<file path="config.mk">
export PLATFORM = sky130hd
export DESIGN_NAME = cfu_dot_issuer
export DESIGN_NICKNAME = d
export VERILOG_FILES = /design/src/rtl/cfu_dot_issuer.sv
export SDC_FILE = /design/constraint.sdc
export NUM_CORES = 1
export LEC_CHECK = 0
export BUFFER_PORTS_ARGS = -buffer_cell sky130_fd_sc_hd__buf_2
export CORE_ASPECT_RATIO = 1.4
export CORE_MARGIN = 8
export CORE_UTILIZATION = 53
export CTS_BUF_LIST = sky130_fd_sc_hd__clkbuf_2
export CTS_CLUSTER_DIAMETER = 30
export DETAILED_ROUTE_END_ITERATION = 10
export HOLD_SLACK_MARGIN = 0.12
export MAX_ROUTING_LAYER = met4
export PLACE_DENSITY = 0.9
export SYNTH_ARGS = -nofsm -noshare
export SYNTH_HDL_FRONTEND = slang
export SYNTH_SLANG_ARGS = --single-unit
</file>
<file path="constraint.sdc">
create_clock -name clk -period 5.03 [get_ports clk]
set_input_delay 0 -clock clk [delete_from_list [all_inputs] [get_ports clk]]
set_output_delay 0 -clock clk [all_outputs]
set_load 0.005 [all_outputs]
</file>
<file path="src/rtl/cfu_dot_issuer.sv">
// cfu_dot_issuer
//   Command-side initiator for the CFU dot-product responder. Takes one job
//   (block count, input offset, bias), streams 16-byte input/filter blocks
//   from a word feed and issues the op sequence
//     CLEAR, OFFSET, {LD0, LD1, LD2, LD3, ACC} x num_blocks, BIAS, READ
//   over the cmd/rsp handshake, one command outstanding at a time. The READ
//   response is returned on the result handshake.
//
// Ports
//   clk, reset (async, active-low)
//   job_*      : job request (valid/ready), num_blocks, signed offset, signed bias
//   data_*     : word-pair feed, one input word and one filter word per transfer
//   cmd_*      : command to CFU, function_id = {op[6:0], 3'b000}
//   rsp_*      : CFU response
//   res_*      : final accumulator (valid/ready)
//   busy       : high whenever a job is in progress
module cfu_dot_issuer #(
  parameter int CNT_W = 16
) (
  input  logic               clk,
  input  logic               reset,
  input  logic               job_valid,
  output logic               job_ready,
  input  logic [CNT_W-1:0]   job_num_blocks,
  input  logic signed [7:0]  job_input_offset,
  input  logic signed [31:0] job_bias,
  input  logic               data_valid,
  output logic               data_ready,
  input  logic [31:0]        data_in_word,
  input  logic [31:0]        data_filter_word,
  output logic               cmd_valid,
  input  logic               cmd_ready,
  output logic [9:0]         cmd_payload_function_id,
  output logic [31:0]        cmd_payload_inputs_0,
  output logic [31:0]        cmd_payload_inputs_1,
  input  logic               rsp_valid,
  output logic               rsp_ready,
  input  logic [31:0]        rsp_payload_outputs_0,
  output logic               res_valid,
  input  logic               res_ready,
  output logic [31:0]        res_data,
  output logic               busy
);

  typedef enum logic [2:0] {
    S_IDLE,
    S_FETCH,
    S_ISSUE,
    S_WAIT_RSP,
    S_DONE
  } state_t;

  typedef enum logic [3:0] {
    ST_CLEAR,
    ST_OFFSET,
    ST_LD0,
    ST_LD1,
    ST_LD2,
    ST_LD3,
    ST_ACC,
    ST_BIAS,
    ST_READ
  } step_t;

  function automatic logic [9:0] step_fid(input step_t s);
    logic [6:0] op;
    case (s)
      ST_CLEAR:  op = 7'd1;
      ST_OFFSET: op = 7'd6;
      ST_LD0:    op = 7'd2;
      ST_LD1:    op = 7'd3;
      ST_LD2:    op = 7'd4;
      ST_LD3:    op = 7'd5;
      ST_ACC:    op = 7'd7;
      ST_BIAS:   op = 7'd9;
      ST_READ:   op = 7'd8;
      default:   op = 7'd0;
    endcase
    return {op, 3'b000};
  endfunction

  function automatic logic is_load(input step_t s);
    return (s == ST_LD0) || (s == ST_LD1) || (s == ST_LD2) || (s == ST_LD3);
  endfunction

  function automatic logic [31:0] step_arg0(input step_t s,
                                            input logic signed [7:0] off,
                                            input logic signed [31:0] bias);
    case (s)
      ST_OFFSET: return {{24{off[7]}}, off};
      ST_BIAS:   return bias;
      default:   return 32'd0;
    endcase
  endfunction

  state_t                state_q, state_n;
  step_t                 step_q, step_n;
  step_t                 adv_step;
  logic                  adv_valid;
  logic [CNT_W-1:0]      blk_cnt_q, blk_cnt_n;
  logic [CNT_W-1:0]      num_blocks_q, num_blocks_n;
  logic [CNT_W:0]        blk_inc;
  logic signed [7:0]     offset_q, offset_n;
  logic signed [31:0]    bias_q, bias_n;
  logic [9:0]            fid_q, fid_n;
  logic [31:0]           in0_q, in0_n;
  logic [31:0]           in1_q, in1_n;
  logic [31:0]           res_q, res_n;

  // One extra bit so num_blocks = 2^CNT_W-1 compares without wrapping.
  assign blk_inc = {1'b0, blk_cnt_q} + {{CNT_W{1'b0}}, 1'b1};

  always_comb begin
    state_n      = state_q;
    step_n       = step_q;
    blk_cnt_n    = blk_cnt_q;
    num_blocks_n = num_blocks_q;
    offset_n     = offset_q;
    bias_n       = bias_q;
    fid_n        = fid_q;
    in0_n        = in0_q;
    in1_n        = in1_q;
    res_n        = res_q;
    adv_step     = step_q;
    adv_valid    = 1'b0;

    case (state_q)
      S_IDLE: begin
        if (job_valid) begin
          num_blocks_n = job_num_blocks;
          offset_n     = job_input_offset;
          bias_n       = job_bias;
          blk_cnt_n    = '0;
          step_n       = ST_CLEAR;
          fid_n        = step_fid(ST_CLEAR);
          in0_n        = 32'd0;
          in1_n        = 32'd0;
          state_n      = S_ISSUE;
        end
      end
      S_FETCH: begin
        if (data_valid) begin
          fid_n   = step_fid(step_q);
          in0_n   = data_in_word;
          in1_n   = data_filter_word;
          state_n = S_ISSUE;
        end
      end
      S_ISSUE: begin
        if (cmd_ready) state_n = S_WAIT_RSP;
      end
      S_WAIT_RSP: begin
        if (rsp_valid) begin
          adv_valid = 1'b1;
          case (step_q)
            ST_CLEAR:  adv_step = ST_OFFSET;
            ST_OFFSET: adv_step = (num_blocks_q == '0) ? ST_BIAS : ST_LD0;
            ST_LD0:    adv_step = ST_LD1;
            ST_LD1:    adv_step = ST_LD2;
            ST_LD2:    adv_step = ST_LD3;
            ST_LD3:    adv_step = ST_ACC;
            ST_ACC: begin
              blk_cnt_n = blk_inc[CNT_W-1:0];
              adv_step  = (blk_inc == {1'b0, num_blocks_q}) ? ST_BIAS : ST_LD0;
            end
            ST_BIAS:   adv_step = ST_READ;
            ST_READ: begin
              adv_step = ST_READ;
              res_n    = rsp_payload_outputs_0;
            end
            default:   adv_step = ST_CLEAR;
          endcase
        end
      end
      S_DONE: begin
        if (res_ready) state_n = S_IDLE;
      end
      default: state_n = S_IDLE;
    endcase

    if (adv_valid) begin
      step_n = adv_step;
      if (step_q == ST_READ) begin
        state_n = S_DONE;
      end else if (is_load(adv_step)) begin
        state_n = S_FETCH;
      end else begin
        fid_n   = step_fid(adv_step);
        in0_n   = step_arg0(adv_step, offset_q, bias_q);
        in1_n   = 32'd0;
        state_n = S_ISSUE;
      end
    end
  end

  always_ff @(posedge clk or negedge reset) begin
    if (!reset) begin
      state_q      <= S_IDLE;
      step_q       <= ST_CLEAR;
      blk_cnt_q    <= '0;
      num_blocks_q <= '0;
      offset_q     <= '0;
      bias_q       <= '0;
      fid_q        <= '0;
      in0_q        <= '0;
      in1_q        <= '0;
      res_q        <= '0;
    end else begin
      state_q      <= state_n;
      step_q       <= step_n;
      blk_cnt_q    <= blk_cnt_n;
      num_blocks_q <= num_blocks_n;
      offset_q     <= offset_n;
      bias_q       <= bias_n;
      fid_q        <= fid_n;
      in0_q        <= in0_n;
      in1_q        <= in1_n;
      res_q        <= res_n;
    end
  end

  // Handshake outputs decode the state register only, so nothing from
  // cmd_ready/rsp_valid reaches cmd_valid combinationally.
  assign job_ready               = (state_q == S_IDLE);
  assign busy                    = (state_q != S_IDLE);
  assign data_ready              = (state_q == S_FETCH);
  assign cmd_valid               = (state_q == S_ISSUE);
  assign rsp_ready               = (state_q == S_WAIT_RSP);
  assign res_valid               = (state_q == S_DONE);
  assign cmd_payload_function_id = fid_q;
  assign cmd_payload_inputs_0    = in0_q;
  assign cmd_payload_inputs_1    = in1_q;
  assign res_data                = res_q;

endmodule

</file>
==> results of run 1 <==
-- stage by stage --
step | util (%) | area (um2) | hold WS (ps)
floorplan | - | 8670 | -296
global placement | 63.1 | 10200 | -16.3
detailed placement | 63.1 | 10200 | -7.91
-- cell usage after synthesis (3+ instances only) --
master,number,area share (%)
nand2b_1,3,0.22
nor3b_1,8,0.69
a21o_1,4,0.35
ha_1,9,1.3
a22oi_1,72,6.2
mux2i_1,41,4.7
mux2_2,33,4.3
nand2_1,201,8.7
dfrtp_1,185,53
nor4_1,5,0.36
a211oi_1,4,0.35
o31ai_1,6,0.52
buf_6,3,0.39
clkbuf_1,37,1.6
buf_2,11,0.64
a21oi_1,32,1.8
o21ai_0,33,1.9
buf_1,3,0.13
and3_1,3,0.22
nand3_1,7,0.40
or2_2,3,0.22
xnor2_1,6,0.61
nand4_1,5,0.36
and2_1,5,0.36
nor3_1,14,0.81
nor2_1,64,2.8
a31oi_1,6,0.43
nor2b_1,6,0.43
inv_1,13,0.56
xor2_1,11,1.1
-- cells by family after synthesis --
family | after synthesis | share of synthesized area (%)
simple gates | 337 | 17.4
flops | 185 | 53.4
compound gates | 176 | 13.6
mux | 74 | 9.02
buf+inv | 69 | 3.49
xor+xnor | 17 | 1.72
fa+ha+maj | 9 | 1.30
==> summary.md, run 1 <==
| Metric | Value |
|---|---|
| Ys Warns | `0` |
| Post-DP HPWL | `between 15000 and 20000 um` |
| Status | `stopped before the end` |
| Mapped cell area | `around 8700 um2` |
| Sink Count | `approximately 190` |
| Post_cts resized | `0` |
| Place WS | `around 550 ps` |
| Post-CTS Hold Fix Bufs | `between 200 and 300` |
| Die H | `around 170 um` |
| TritonCTS Buffers | `17` |
| PortBufs | `270` |
| Post-synth net total | `between 1000 and 1500` |
| Exit stage | `4_1_cts` |
| Run Error | `[ERROR RSZ-0060] Max buffer count reached.` |
| Initial Util | `~54%` |
| CTS H-tree depth | `4` |
| Die Width | `124 um` |
| Ports | `approximately 270` |
| Root Driver | `clkbuf_2` |
| Inst Count DP | `roughly 1300` |
| Post-synth top flop | `dfrtp_1` |
| # Post-CTS Setup Buffers | `0` |
| Post-Synthesis Cells | `roughly 870` |
| Routability cong. | `0.939` |
| Ys async rst share | `between 90% and 100%` |
| Yosys cell types | `58` |
| Mean Syn Cell Area | `around 10 um2` |
| Post-synth EDFFs | `0` |
| Clock Path Buffers | `2` |
| FF+latch count, synth | `~190` |
| Row Count | `between 50 and 60` |
| Sequential fraction of the synthesis area | `53.4%` |
==> run 2: changes to the inputs <==
- CORE_ASPECT_RATIO: 1.4 -> default
- CORE_UTILIZATION: 53 -> 40
- CTS_BUF_LIST: sky130_fd_sc_hd__clkbuf_2 -> default
- CTS_CLUSTER_DIAMETER: 30 -> default
- HOLD_SLACK_MARGIN: 0.12 -> default
- MAX_ROUTING_LAYER: met4 -> default
- PLACE_DENSITY: 0.9 -> default
- PLACE_DENSITY_LB_ADDON: default -> 0.15
==> summary.md, run 2 <==
| Metric | Value |
|---|---|
| Post-synth top cells | `nand2_1, dfrtp_1, a22oi_1` |
| Largest fanout on the critical path | `55` |
| Gr ovfl total | `0` |
| F_max | `about 230 MHz` |
| Final worst path period share | `between 80% and 90%` |
| Via Count | `7893` |
| Number of global-route vias before repair | `between 8000 and 9000` |
| Largest cells by area after synthesis | `dfrtp_1, nand2_1, a22oi_1` |
| Worst Setup End Kind | `flip-flop` |
| Post-DP HPWL | `17400 um (-5.1%)` |
| Die area | `26600 um2` |
| Mean Syn Cell Area | `10.0 um2 (unchanged)` |
| Initial Util | `40.2% (-14 points)` |
| Largest area contributor in the netlist | `dfrtp_1` |
| Mapped cell area | `8670 um2 (unchanged)` |
| Largest net degree at the start of global routing | `between 100 and 150` |
| Clock Latency Late Sink | `430 ps` |
| CP Data Required Time | `approximately 5400 ps` |
| Synth Area in XOR/XNOR | `1.72% (unchanged)` |
| CP delay by family, top | `simple AND/OR/NAND/NOR gates` |
| Routability cong. | `0.831 (-11%)` |
| Routed vias/inst | `between 5 and 6` |
| Setup ws final | `between 600 and 700 ps` |
| Reg2Reg Launch Point | `blk_cnt_q[0]` |
| PortBufs | `270 (unchanged)` |
| Final hold vios | `0` |
| Pleak | `between 6 and 7 nW` |
| Final wirelength | `roughly 27000 um` |
| Core footprint | `approximately 22000 um2` |
| TritonCTS Buffers | `17 (unchanged)` |
| Ys Warns | `0 (unchanged)` |
| Post-Route Utilization | `between 50% and 60%` |
| TNS Setup | `0 ps` |
| Synth Area in Compound Gates | `13.6% (unchanged)` |
| Die Width | `163 um (+32%)` |
| Cell breakdown of the critical path | `ha_1 -> nand3_1 -> nor4_4 -> mux2i_1 -> mux2i_1 -> a21oi_1 -> nor3_4 -> nor3b_1 -> inv_1 -> ha_1 -> nor2_1 -> a31oi_4 -> a211oi_4 -> buf_12 -> mux2i_1` |
| Drt pass-1 iters | `5` |
| Filler cells | `roughly 1900` |
| Most frequent cells in the layout | `buf_2, nand2_1, dfrtp_1` |
| Clk_skew | `12.5 ps` |
| Share of the synthesized area in the top cell type | `53.4% (unchanged)` |
| Worst Path Class, Setup | `flip-flop to flip-flop` |
| Worst EP arrival | `between 4000 and 5000 ps` |
| Post-route ant nets | `0` |
| Synth Area in Simple Gates | `17.4% (unchanged)` |
| Row Count | `54 (-1.8%)` |
| Iter 0 DRT Violations | `526` |
| Most common cell after layout, fill and taps aside | `buf_2` |
| Place WS | `635 ps (+85.5 ps)` |
| Root Driver | `clkbuf_16` |
| Layout cells sized above 1 | `28.5%` |
| First-pass GRT wire length | `about 44000 um` |
| Pwr Total | `between 5 and 6 mW` |
| Final Critical Period | `approximately 4400 ps` |
| CTS tree | `done` |
| Area share of fa/ha/maj cells after synthesis | `1.30% (unchanged)` |
| Largest family of logic cells by synthesized area | `simple AND/OR/NAND/NOR gates` |
| CP max stage delay | `about 480 ps` |
| FF+latch count, synth | `185 (unchanged)` |
| Max cap viols | `0` |
| Clock Path Buffers | `2 (unchanged)` |
| Hold Startpoint | `job_valid` |
| Clock slew at reported path FFs | `around 70 ps` |
| Min Hold Slack | `60.6 ps` |
| Slew headroom | `30.5%` |
| Critical path buffer and inverter count | `2` |
| R2R Setup Slk | `between 600 and 700 ps` |
| Post-synth EDFFs | `0 (unchanged)` |
| Status | `finished clean` |
| Max VDD drop | `about 0.00034 V` |
| Antenna violations before repair | `0` |
| Sequential fraction of the synthesis area | `53.4% (unchanged)` |
| Ys async rst share | `100% (unchanged)` |
| RSZ-0062 raised after global routing | `false` |
| Mux contribution to synthesized area | `9.02% (unchanged)` |
| Hold Path Class | `input pin to flip-flop` |
| Critical Path Start Type | `flip-flop` |
| Avg WL per Cell | `17.2 um` |
| CTS H-tree depth | `4 (unchanged)` |
| Slew Viols, Final | `0` |
| Most frequent cell after synthesis | `nand2_1` |
| Die H | `163 um (-2.5%)` |
| # Post-CTS Setup Buffers | `0 (unchanged)` |
| Cell mode on critical path | `mux2i_1` |
| CP Launch Point | `blk_cnt_q[0]` |
| Least-Margin Pin Slew | `1040 ps` |
| Yosys cell types | `58 (unchanged)` |
| Layout Nets | `~1400` |
| Sink Count | `185 (unchanged)` |
| Area delta synth->final | `43.4%` |
| Post-synth net total | `1035 (unchanged)` |
| Setup violators final | `0` |
| Post-Synthesis Cells | `867 (unchanged)` |
| Ports | `271 (unchanged)` |
| Post-synth top flop | `dfrtp_1` |
| Drt drc | `0` |
| Power Density | `roughly 450 nW/um2` |
| Critical path's slowest cell | `nor3b_1` |
| GRT Total Usage | `20.5%` |
## run 2: cell counts after synthesis
No cell type changed its count.
## run 2: path summary, 6_finish.rpt
| kind | endpoint | depth (start not counted) |
|---|---|---|
| worst max-delay path | cmd_payload_inputs_0[7] | 15 |
| worst min-delay path | state_q[1] | 4 |
| worst max register to register | cmd_payload_inputs_0[7] | 15 |
| worst min register to register | bias_q[21] | 2 |
| max in group asynchronous | cmd_payload_inputs_1[12] | 3 |
| min in group asynchronous | res_data[6] | 2 |
## run 2: per-layer routing
layer | GRT usage, % | wire length (um) | up-vias
li1 | - | - | 3825
met1 | 26.0 | 11600 | 3819
met2 | 34.1 | 13300 | 218
met3 | 5.04 | 1530 | 31
met4 | 6.01 | 473 | 0
met5 | 0 | 0 | -
## run 2: where the power goes
| group | leakage, nW | switching [mW] | internal, mW |
|---|---|---|---|
| combinational | 3.56 | 1.12 | 0.911 |
| clock | 0.286 | 0.647 | 0.666 |
| sequential | 2.46 | 0.322 | 1.95 |
| total | 6.31 | 2.09 | 3.52 |
## run 2: logic make-up after synthesis
logic type | count (synthesis)
and+or+nand+nor | 337
DFF | 185
xor gates and xnor gates | 17
adders and majority gates | 9
muxes | 74
AOI/OAI and AO/OA | 176
buffers and inverters | 69
## run 2: tightest hold or removal path, delay by kind of cell
family	cells	cell delay (ps)
compound gates	2	270
buf+inv	1	120
mux	1	70
## run 2: timing repair
action | CTS | global route
endpoints found under the hold margin | 233 | 0
hold buffers | 157 | 0
gates resized for setup | 0 | 0
## run 2: layout make-up
class	instances	area [um2]	area share, %
sequential	185	4630	37.2
antenna	1	2.50	0.0201
clock buffer	18	429	3.45
inverter	13	48.8	0.393
timing repair buffer	438	3040	24.5
multi-input combinational	613	3770	30.3
tap	280	350	2.82
clock inverter	14	159	1.28
## run 2: per-stage QoR
stage	area, um2	std cells
floorplan	8670	867
global placement	10300	1372
detailed placement	10300	1372
CTS	12400	1561
global route	12400	1561
finish	12400	1562
No activity file was read; power rests on OpenSTA's default activity.
